<file path="src/rtl/led_scan_ctrl.sv">
// Multiplexed LED matrix row scanner: fetches each row from the frame buffer,
// blanks the row drivers, then lights the row for a fixed number of cycles.
module led_scan_ctrl #(
  parameter int DATA_W    = 16,
  parameter int BLANK_CYC = 16,
  parameter int ON_CYC    = 1000
) (
  input  logic              clk,
  input  logic              rst,
  input  logic              enable,
  input  logic [4:0]        last_row,
  output logic              rd_req,
  output logic [4:0]        rd_addr,
  input  logic              rd_valid,
  input  logic [DATA_W-1:0] rd_data,
  output logic [4:0]        row_idx,
  output logic              row_oe,
  output logic [DATA_W-1:0] seg_data,
  output logic              frame_start,
  output logic [1:0]        dbg_state
);

  // Read handshake: a request is open while rd_req=1 and completes on the
  // first rising edge where rd_valid=1; rd_valid is ignored while rd_req=0.

  typedef enum logic [1:0] {IDLE, FETCH, BLANK, SHOW} state_t;

  localparam logic [15:0] BLANK_END = 16'(BLANK_CYC);
  localparam logic [15:0] ON_END    = 16'(ON_CYC - 1);

  state_t      state;
  logic [4:0]  row_cnt;
  logic [15:0] cyc_cnt;
  logic [4:0]  next_row;

  // last_row only matters here, so it is effectively sampled at row advance.
  assign next_row  = (row_cnt >= last_row) ? 5'd0 : row_cnt + 5'd1;
  assign dbg_state = state;

  always_ff @(posedge clk) begin
    if (rst) begin
      state       <= IDLE;
      row_cnt     <= 5'd0;
      cyc_cnt     <= 16'd0;
      rd_req      <= 1'b0;
      rd_addr     <= 5'd0;
      row_idx     <= 5'd0;
      row_oe      <= 1'b0;
      seg_data    <= '0;
      frame_start <= 1'b0;
    end else if (!enable) begin
      state       <= IDLE;
      row_cnt     <= 5'd0;
      cyc_cnt     <= 16'd0;
      rd_req      <= 1'b0;
      row_oe      <= 1'b0;
      frame_start <= 1'b0;
    end else begin
      frame_start <= 1'b0;
      case (state)
        IDLE: begin
          state   <= FETCH;
          rd_req  <= 1'b1;
          rd_addr <= row_cnt;
        end
        FETCH: begin
          if (rd_valid) begin
            state    <= BLANK;
            rd_req   <= 1'b0;
            row_idx  <= rd_addr;
            seg_data <= rd_data;
            cyc_cnt  <= 16'd0;
          end
        end
        // The first BLANK cycle is the load cycle where the new row settles on
        // the drivers; BLANK_CYC dark cycles follow before the row is lit.
        BLANK: begin
          if (cyc_cnt == BLANK_END) begin
            state       <= SHOW;
            cyc_cnt     <= 16'd0;
            row_oe      <= 1'b1;
            frame_start <= (row_idx == 5'd0);
          end else begin
            cyc_cnt <= cyc_cnt + 16'd1;
          end
        end
        SHOW: begin
          if (cyc_cnt == ON_END) begin
            state   <= FETCH;
            cyc_cnt <= 16'd0;
            row_oe  <= 1'b0;
            row_cnt <= next_row;
            rd_addr <= next_row;
            rd_req  <= 1'b1;
          end else begin
            cyc_cnt <= cyc_cnt + 16'd1;
          end
        end
        default: state <= IDLE;
      endcase
    end
  end

endmodule

</file>
<file path="config.mk">
export PLATFORM = sky130hd
export DESIGN_NAME = led_scan_ctrl
export DESIGN_NICKNAME = d
export VERILOG_FILES = /design/src/rtl/led_scan_ctrl.sv
export SDC_FILE = /design/constraint.sdc
export NUM_CORES = 1
export LEC_CHECK = 0
export CAP_MARGIN = 20
export CORE_ASPECT_RATIO = 0.8
export CORE_UTILIZATION = 50
export CTS_BUF_LIST = sky130_fd_sc_hd__clkbuf_8 sky130_fd_sc_hd__clkbuf_16
export DETAILED_ROUTE_END_ITERATION = 16
export DONT_BUFFER_PORTS = 1
export GPL_TIMING_DRIVEN = 0
export HOLD_SLACK_MARGIN = 0.03
export SETUP_SLACK_MARGIN = 0.2
export SYNTH_ARGS = -nofsm -noshare
export SYNTH_HDL_FRONTEND = slang
export SYNTH_SLANG_ARGS = --single-unit
</file>
<file path="constraint.sdc">
create_clock -name clk -period 2.9 [get_ports clk]
set_input_delay 0.435 -clock clk [delete_from_list [all_inputs] [get_ports clk]]
set_output_delay 0.435 -clock clk [all_outputs]
set_load 0.05 [all_outputs]
</file>
==> results.py, run 1 <==
metrics = {
    "yosys": {
        "synth_edf_count": 0,
        "ys_dominant_reg_cell": "dfxtp_1",
        "synth_fp_nets": 372,
        "synth.yosys.seq_area_share": 0.390,
        "synth_top_area_cell": "dfxtp_1",
        "syn_inst": 333,
        "yosysUniqueCellTypes": 47,
        "avgSynthCellArea_um2": 8.02,
        "synth_area_mm2": 0.00267,
        "synth_top_area_frac": 0.390,
        "synthTopCellsByArea": "dfxtp_1, nand2_1, ha_1",
        "yosys_warnings": 0,
        "synthArstFlopShare": 0,
        "ys_ff_latch": 52,
    },
    "floorplanning": {
        "start_util": 0.527,
        "die_h_um": 67.4,
        "rows": 23,
        "core_area_mm2": 0.00506,
        "die_w_um": 83.7,
        "design.die.area_mm2": 0.00564,
        "io_pins": 56,
    },
    "critical_path": {
        "required_ps": 3150,
        "end_kind": "flip-flop",
        "cpMostUsedCell": "nor2_1",
        "worst_setup_path_start_kind": "flip-flop",
        "cp_slowest_cell": "dfxtp_1",
        "crit_chain": "ha_1, clkbuf_1, nor2_1, nor2_1, or4b_2, a21oi_1",
        "critPathKind": "flip-flop to flip-flop",
        "critPathMaxStageDelay_ps": 730,
        "cp.arrival_ps": 2760,
        "cp_max_fo": 10,
    },
    "timing": {
        "relSlewSlack": 0.588,
        "setup_viol": 0,
        "rsz0062_at_grt": "false",
        "hold_viol": 0,
        "slew_violations": 0,
        "period_needed_ps": 2520,
        "fin_tns_setup_ps": 0,
        "whs_ps": 244,
        "fin_worst_skew_ps": 3.52,
        "fmax_mhz": 397,
        "tightest_slew_ps": 618,
        "min_period_over_period": 0.868,
    },
    "layout": {
        "diodes": 0,
        "fin_nets": 379,
        "drive_gt1_frac": 0.0616,
        "final_core_util": 0.562,
        "final_common_cell": "nand2_1",
        "final_cell_mix": "nand2_1, dfxtp_1, a21oi_1",
        "area_delta_synth_final_pct": 6.46,
    },
    "clocking": {
        "htreeDepth": 2,
        "clock-sinks": 52,
        "path_clk_slew_ps": 100,
        "numCtsBuffers": 5,
        "clockRootBuffer": "clkbuf_8",
        "hold_buffers": 0,
        "clockBufferDepth": 2,
        "clock_latency_ps": 310,
        "cts_tree": "yes",
    },
    "place": {
        "port-buffer-count": 0,
        "gp_congestion": 0.824,
        "dp_hpwl_um": 4600,
    },
    "global_route": {
        "gr-total-overflow": 0,
        "antenna_found_initial": 0,
        "grt_max_degree": 18,
        "grtUsageTotal": 0.223,
        "grt.met3_usage": 0.0844,
        "grt_pass1_vias": 1953,
        "met2_usage": 0.292,
        "busiest_layer": "met1",
        "grt_pass1_wl_um": 9850,
        "use_met1": 0.340,
    },
    "power": {
        "peakVddDrop_mv": 0.272,
        "p_leak_nw": 0.946,
        "power.density_mw_per_mm2": 467,
        "total_power_w": 0.00133,
    },
    "detailed_routing": {
        "drcViolationCount": 0,
        "firstDrtPassIters": 4,
        "viasPerCell": 5.89,
        "wl_per_cell_um": 15.3,
        "ant_nets": 0,
        "drtIter0Drc": 107,
        "vias": 2372,
        "wirelength_um": 6170,
    },
    "status": {
        "status": "completed",
    },
    "flow_run": {
        "drv_cap": 0,
    },
    "hold_path": {
        "hp-class": "primary input to flip-flop",
    },
}
==> where the power goes <==
part / total, W / internal, W / leakage (nW) / switching, W
sequential: 0.000794 / 0.000729 / 0.421 / 0.0000650
combinational: 0.000103 / 0.0000345 / 0.476 / 0.0000682
clock: 0.000432 / 0.000174 / 0.0485 / 0.000259
==> stage by stage <==
| stage | instances | setup WS [ps] | cell area, um2 |
|---|---|---|---|
| 3_3_place_gp | 395 | 309 | 2750 |
| 4_1_cts | 403 | 274 | 2840 |
| 5_1_grt | 403 | 261 | 2840 |
| 6_report | 403 | 382 | 2840 |
| 2_1_floorplan | 333 | 516 | 2670 |
| 3_5_place_dp | 395 | 295 | 2750 |
==> cells by family after synthesis <==
family / share of synthesized area
buffers and inverters: 0.0459
multiplexers: 0.0187
flip-flops: 0.390
AND/OR/NAND/NOR: 0.292
AO/OA/AOI/OAI: 0.178
XOR/XNOR: 0.00984
adder cells (fa/ha/maj): 0.0656
==> path summary, 6_finish.rpt <==
path	startpoint	endpoint	slack (ps)	depth (start not counted)
worst max-delay path	dbg_state[0]	cyc_cnt[10]	380	6
worst min-delay path	rd_data[10]	seg_data[10]	240	2
worst max register to register	dbg_state[0]	cyc_cnt[10]	380	6
worst min register to register	cyc_cnt[15]	cyc_cnt[15]	510	2
==> sequential cells by signal, summed over array words and instances (netlist names) <==
| register | count |
|---|---|
| row_cnt | 5 |
| frame_start | 1 |
| rd_req | 1 |
| cyc_cnt | 16 |
| seg_data | 16 |
| rd_addr | 5 |
| row_idx | 5 |
| row_oe | 1 |
| dbg_state | 2 |
==> layer usage <==
layer | up-vias | wire, um | part of all wire
li1 | 1208 | - | -
met1 | 1066 | 3130 | 0.51
met2 | 96 | 2410 | 0.39
met3 | 2 | 606 | 0.098
met4 | 0 | 20 | 0.0032
met5 | - | 0 | 0
==> synth_stat cells, types with 3 or more instances <==
cell type / number
nand3_1: 21
nor3_1: 4
dfxtp_1: 52
a31oi_1: 12
and3_1: 4
a311oi_1: 5
or3_1: 4
a21oi_1: 31
mux2i_1: 5
nor2_1: 18
nand2b_1: 5
inv_1: 13
o21ai_0: 6
or4b_2: 3
ha_1: 14
nor2b_1: 5
nand2_1: 64
nand4_1: 8
clkbuf_1: 17
o211ai_1: 3
==> cell type report <==
type,count,area (um2)
fillers,488,2220
multi-input cells,249,1510
flip-flops and latches,52,1040
well taps,62,77.6
plain buffers,19,73.8
clock buffers,5,68.8
inverters,13,48.8
clock inverters,3,22.5
==> what timing repair did <==
| item | 4_1_cts | 5_1_grt |
|---|---|---|
| resized for setup | 0 | 2 |
| hold endpoints to repair | 0 | 0 |
| setup endpoints to repair | 0 | 8 |
| setup buffers | 0 | 0 |
==> worst max-delay path: cells and delay by family, from the launching register on <==
family / cells / cell delay, ps
buffers and inverters: 1 / 350
flip-flops: 1 / 730
adder cells (fa/ha/maj): 1 / 290
AO/OA/AOI/OAI: 1 / 150
AND/OR/NAND/NOR: 3 / 930
Power figures use the tool's default switching activity.
==> run 2, diff against run 1 <==
--- a/config.mk
+++ b/config.mk
@@ -7,7 +7,7 @@
 export LEC_CHECK = 0
 export CAP_MARGIN = 20
 export CORE_ASPECT_RATIO = 0.8
-export CORE_UTILIZATION = 50
+export CORE_UTILIZATION = 25
 export CTS_BUF_LIST = sky130_fd_sc_hd__clkbuf_8 sky130_fd_sc_hd__clkbuf_16
 export DETAILED_ROUTE_END_ITERATION = 16
 export DONT_BUFFER_PORTS = 1
==> run 2 against run 1 <==
  * Critical path depth unchanged
  * Register-to-register slack better by 100 ps
  * Die area up 97%
  * Non-clock buffer count is the same
  * Sequential share of layout area down 1.9 points
  * Via count hardly changed
  * Total power grew 13%
  * Largest cell class unchanged
  * Highest routed layer unchanged
==> results.py, run 2 (synthesis results as in run 1) <==
metrics = {
    "status": {
        "status": "completed",
    },
    "timing": {
        "fin_worst_skew_ps": 5.90,
        "fin_tns_setup_ps": 0,
        "period_needed_ps": 2420,
        "slew_violations": 0,
        "relSlewSlack": 0.604,
        "fmax_mhz": 414,
        "setup_viol": 0,
        "tightest_slew_ps": 593,
        "rsz0062_at_grt": "false",
        "hold_viol": 0,
        "min_period_over_period": 0.834,
    },
    "global_route": {
        "grt_max_degree": 18,
        "grtUsageTotal": 0.122,
        "antenna_found_initial": 0,
        "grt_pass1_vias": 2227,
        "gr-total-overflow": 0,
        "grt_pass1_wl_um": 11000,
    },
    "detailed_routing": {
        "wirelength_um": 6830,
        "ant_nets": 0,
        "firstDrtPassIters": 4,
        "wl_per_cell_um": 14.2,
        "drtIter0Drc": 139,
        "viasPerCell": 4.93,
        "vias": 2373,
        "drcViolationCount": 0,
    },
    "hold_path": {
        "hp-class": "primary input to flip-flop",
    },
    "clocking": {
        "htreeDepth": 2,
        "numCtsBuffers": 5,
        "cts_tree": "yes",
        "clock_latency_ps": 300,
        "path_clk_slew_ps": 70,
        "clock-sinks": 52,
        "clockRootBuffer": "clkbuf_16",
        "clockBufferDepth": 2,
        "post_cts_buffers": 0,
    },
    "layout": {
        "diodes": 0,
        "final_core_util": 0.291,
        "fillers": 1130,
        "reg_top3": "cyc_cnt: 16 flops, seg_data: 16 flops",
        "final_common_cell": "nand2_1",
        "regArea_mm2": 0.00104,
        "area_delta_synth_final_pct": 12.3,
        "multi_input_area_mm2": 0.00151,
        "fin_nets": 379,
        "final_cell_mix": "nand2_1, dfxtp_1, a21oi_1",
        "drive_gt1_frac": 0.0645,
    },
    "floorplanning": {
        "rows": 33,
        "die_w_um": 118,
        "core_area_mm2": 0.0103,
        "die_h_um": 94.5,
        "design.die.area_mm2": 0.0111,
        "io_pins": 56,
        "start_util": 0.259,
    },
    "critical_path": {
        "critPathKind": "flip-flop to flip-flop",
        "crit_path_end": "cyc_cnt[9]",
        "required_ps": 3130,
        "reg2reg_to": "cyc_cnt[9]",
        "setup.worst_path.start": "dbg_state[1]",
        "cp_max_fo": 7,
        "end_kind": "flip-flop",
        "r2r_slack_ps": 480,
        "r2r_cells": 6,
        "worst_setup_path_start_kind": "flip-flop",
        "cp.arrival_ps": 2650,
        "rr_startpoint": "dbg_state[1]",
    },
    "power": {
        "power.density_mw_per_mm2": 500,
        "peakVddDrop_mv": 0.204,
        "p_leak_nw": 0.964,
    },
    "place": {
        "gp_congestion": 0.809,
        "port-buffer-count": 0,
        "dp_hpwl_um": 5130,
    },
    "flow_run": {
        "drv_cap": 0,
    },
}
[run 2: worst min path at each step]
stage / from / end / slack, ps / depth (start not counted)
finish: rd_data[11] / seg_data[11] / 270 / 2
global route: rd_data[9] / seg_data[9] / 270 / 2
CTS: rd_data[11] / seg_data[11] / 260 / 2
detailed placement: cyc_cnt[14] / cyc_cnt[14] / 500 / 2
global placement: cyc_cnt[15] / cyc_cnt[15] / 480 / 2
floorplan: cyc_cnt[15] / cyc_cnt[15] / 460 / 2
[run 2: stage by stage]
stage | hold slack, ps | power (W) | setup slack, ps | cells | instance area [um2]
finish | 268 | 0.00150 | 482 | 481 | 3000
global route | 265 | 0.00156 | 345 | 481 | 3000
CTS | 261 | 0.00151 | 216 | 481 | 3000
detailed placement | 504 | 0.000915 | 238 | 473 | 2850
global placement | 477 | 0.000913 | 281 | 473 | 2850
floorplan | 463 | 0.000883 | 516 | 333 | 2670
[run 2: metal layers]
layer / vias to the layer above / track usage / wire (um)
met5: - / 0 / 0
met4: 0 / 0.0491 / 115
met3: 11 / 0.0193 / 226
met2: 50 / 0.198 / 3200
met1: 1110 / 0.164 / 3290
li1: 1202 / - / -
[run 2: what timing repair did]
| action | in CTS | in global routing |
|---|---|---|
| hold buffers | 0 | 0 |
| endpoints found under the hold margin | 0 | 0 |
| gates resized for setup | 0 | 3 |
| setup endpoints to repair | 0 | 11 |
[run 2: cell type report]
class,instances,area share
multi-input combinational,249,0.503
sequential,52,0.348
tap,140,0.0584
clock buffer,5,0.0417
buffer,19,0.0246
inverter,13,0.0163
clock inverter,3,0.00792
[run 2: critical path: stages (launching register included)]
cell and delay (ps):
dfxtp_2 550, inv_1 140, ha_1 280, nor2b_1 220
or2_2 380, or4b_2 650, mux2i_1 130
[run 2: where the power goes]
part           switching, W  leakage, nW  total [W]  internal, W
registers         0.0000670        0.421   0.000796     0.000729
clock network      0.000280       0.0660   0.000602     0.000322
logic             0.0000688        0.476   0.000103    0.0000346
total              0.000416        0.964    0.00150      0.00109
==> run 3, diff against run 2 <==
--- a/config.mk
+++ b/config.mk
@@ -5,6 +5,7 @@
 export SDC_FILE = /design/constraint.sdc
 export NUM_CORES = 1
 export LEC_CHECK = 0
+export ABC_AREA = 1
 export CAP_MARGIN = 20
 export CORE_ASPECT_RATIO = 0.8
 export CORE_UTILIZATION = 25
==> constraint.sdc (replaced) <==
create_clock -name clk -period 2.25 [get_ports clk]
set_input_delay 0.3375 -clock clk [delete_from_list [all_inputs] [get_ports clk]]
set_output_delay 0.3375 -clock clk [all_outputs]
set_load 0.05 [all_outputs]
==> run 3 against run 2 <==
  * Total power is 35% higher
  * Clock power is 27% higher
  * Synthesized cell count is 18% higher
  * Critical path type unchanged
  * Global-route usage is 0.25 points lower
==> results.py, run 3 <==
metrics = {
    "flow_run": {
        "drv_cap": 0,
    },
    "place": {
        "port-buffer-count": 0,
        "gp_congestion": 0.860,
        "dp_hpwl_um": 5090,
        "preCtsSetupSlack_ps": -61.2,
    },
    "power": {
        "power.density_mw_per_mm2": 670,
        "p_leak_nw": 1.16,
        "peakVddDrop_mv": 0.261,
    },
    "yosys": {
        "synthArstFlopShare": 0,
        "synthTopCellsByCount": "nand2_1, inv_1, nor2_1",
        "yosysUniqueCellTypes": 28,
        "synth_area_mm2": 0.00269,
        "synth_top_area_frac": 0.387,
        "synth.area.mux_share": 0,
        "syn_inst": 393,
        "synth_top_family_by_area": "simple AND/OR/NAND/NOR gates",
        "synthTopCellsByArea": "dfxtp_1, nand2_1, inv_1",
        "yosys_warnings": 0,
        "ys_dominant_reg_cell": "dfxtp_1",
        "synthSimpleGateAreaFrac": 0.274,
        "synth_edf_count": 0,
        "synth.yosys.seq_area_share": 0.387,
        "synth_compound_area_frac": 0.147,
        "synthMostInstantiatedCell": "nand2_1",
        "synth_fp_nets": 432,
        "synthAdderAreaFrac": 0.0651,
        "avgSynthCellArea_um2": 6.85,
        "ys_ff_latch": 52,
        "synth_top_area_cell": "dfxtp_1",
        "synth-xor-area-share": 0.0228,
    },
    "global_route": {
        "antenna_found_initial": 0,
        "grt_pass1_wl_um": 10600,
        "gr-total-overflow": 0,
        "grt_pass1_vias": 2203,
        "grt_max_degree": 18,
        "grtUsageTotal": 0.120,
    },
    "timing": {
        "layout_setup_ws_ps": 353,
        "hold_viol": 0,
        "relSlewSlack": 0.614,
        "min_period_over_period": 0.843,
        "fin_worst_skew_ps": 6.18,
        "rsz0062_at_grt": "false",
        "tightest_slew_ps": 578,
        "whs_ps": 241,
        "fmax_mhz": 527,
        "slew_violations": 0,
        "period_needed_ps": 1900,
        "setup_viol": 0,
    },
    "floorplanning": {
        "design.die.area_mm2": 0.0112,
        "rows": 33,
        "core_area_mm2": 0.0104,
        "die_h_um": 94.8,
        "start_util": 0.260,
        "die_w_um": 118,
        "io_pins": 56,
    },
    "detailed_routing": {
        "wirelength_um": 6460,
        "ant_nets": 0,
        "vias": 2419,
        "viasPerCell": 4.47,
        "firstDrtPassIters": 4,
        "drtIter0Drc": 159,
        "wl_per_cell_um": 11.9,
        "drcViolationCount": 0,
    },
    "clocking": {
        "clock_latency_ps": 290,
        "hold_buffers": 0,
        "post_cts_buffers": 0,
        "htreeDepth": 2,
        "numCtsBuffers": 5,
        "clockRootBuffer": "clkbuf_16",
        "cts_tree": "yes",
        "clock-sinks": 52,
        "clockBufferDepth": 2,
        "path_clk_slew_ps": 70,
    },
    "critical_path": {
        "required_ps": 2460,
        "worst_setup_path_start_kind": "flip-flop",
        "rr_startpoint": "dbg_state[1]",
        "cp.arrival_ps": 2110,
        "reg2reg_to": "cyc_cnt[8]",
        "end_kind": "flip-flop",
        "critPathKind": "flip-flop to flip-flop",
        "cp_max_fo": 10,
        "r2r_slack_ps": 350,
        "r2r_cells": 8,
    },
    "hold_path": {
        "min_from": "rd_data[1]",
        "hold_depth": 2,
        "min_to": "seg_data[1]",
        "hp-class": "primary input to flip-flop",
    },
    "layout": {
        "fin_nets": 439,
        "diodes": 0,
        "final_common_cell": "nand2_1",
        "final_cell_mix": "nand2_1, inv_1, nor2_1",
        "reg_top3": "cyc_cnt: 16 flops, seg_data: 16 flops",
        "drive_gt1_frac": 0.0574,
        "area_delta_synth_final_pct": 12.5,
    },
    "status": {
        "status": "completed",
    },
}
-- run 3: worst max-delay path by stage --
| stage | end | from | slack [ps] | cells past startpoint |
|---|---|---|---|---|
| 5_1_grt | cyc_cnt[7] | dbg_state[1] | 200 | 8 |
| 3_5_place_dp | cyc_cnt[8] | dbg_state[0] | -60 | 9 |
| 2_1_floorplan | cyc_cnt[8] | dbg_state[1] | 320 | 8 |
| 6_report | cyc_cnt[8] | dbg_state[1] | 350 | 8 |
| 4_1_cts | cyc_cnt[0] | dbg_state[1] | 200 | 8 |
| 3_3_place_gp | cyc_cnt[8] | dbg_state[0] | -60 | 9 |
-- run 3: cells by family (layout without fill, tap and decap cells) --
family | Yosys count | in the layout
AOI/OAI and AO/OA | 76 | 76
xor gates and xnor gates | 7 | 7
adders and majority gates | 14 | 14
buffers and inverters | 71 | 79
DFF | 52 | 52
and+or+nand+nor | 173 | 173
-- run 3: per-stage QoR --
| step | std cells | TNS [ps] | cell area [um2] | util | total power [W] |
|---|---|---|---|---|---|
| 6_report | 541 | 0 | 3030 | 0.292 | 0.00203 |
| 5_1_grt | 541 | 0 | 3030 | 0.292 | 0.00214 |
| 4_1_cts | 541 | 0 | 3020 | 0.291 | 0.00206 |
| 3_5_place_dp | 533 | -315 | 2870 | 0.277 | 0.00129 |
| 3_3_place_gp | 533 | -278 | 2870 | 0.277 | 0.00129 |
| 2_1_floorplan | 393 | 0 | 2690 | - | 0.00124 |
-- run 3: timing repair --
item / CTS / global route
resized for setup: 3 / 3
gates cloned: 0 / 0
hold endpoints to repair: 0 / 0
endpoints found under the setup margin: 32 / 10
-- run 3: critical path: stages, from the launching register on --
cell	delay (ps)
dfxtp_4	470
inv_1	120
ha_1	240
nand2_2	200
nand2_1	130
buf_2	210
nor2_1	180
a31oi_1	100
nor3_1	170
-- run 3: power by group --
| part | internal (W) | total (W) | switching (W) |
|---|---|---|---|
| sequential | 0.000950 | 0.00108 | 0.000128 |
| combinational | 0.0000616 | 0.000189 | 0.000127 |
| clock | 0.000414 | 0.000763 | 0.000348 |
-- run 3: cell type report --
class | count | area, um2
Buffer | 12 | 58.8
Fill cell | 1118 | 7340
Tap cell | 140 | 175
Sequential cell | 52 | 1050
Inverter | 59 | 221
Clock inverter | 3 | 23.8
Multi-Input combinational cell | 270 | 1380
Clock buffer | 5 | 125
-- run 3: metal layers --
metal  vias up  share of wire  GRT usage  wire length, um
li1       1269              -          -                -
met1      1083           0.47      0.161             3050
met2        61           0.44      0.187             2840
met3         6          0.075     0.0308              487
met4         0          0.012     0.0385               80
met5         -              0          0                0
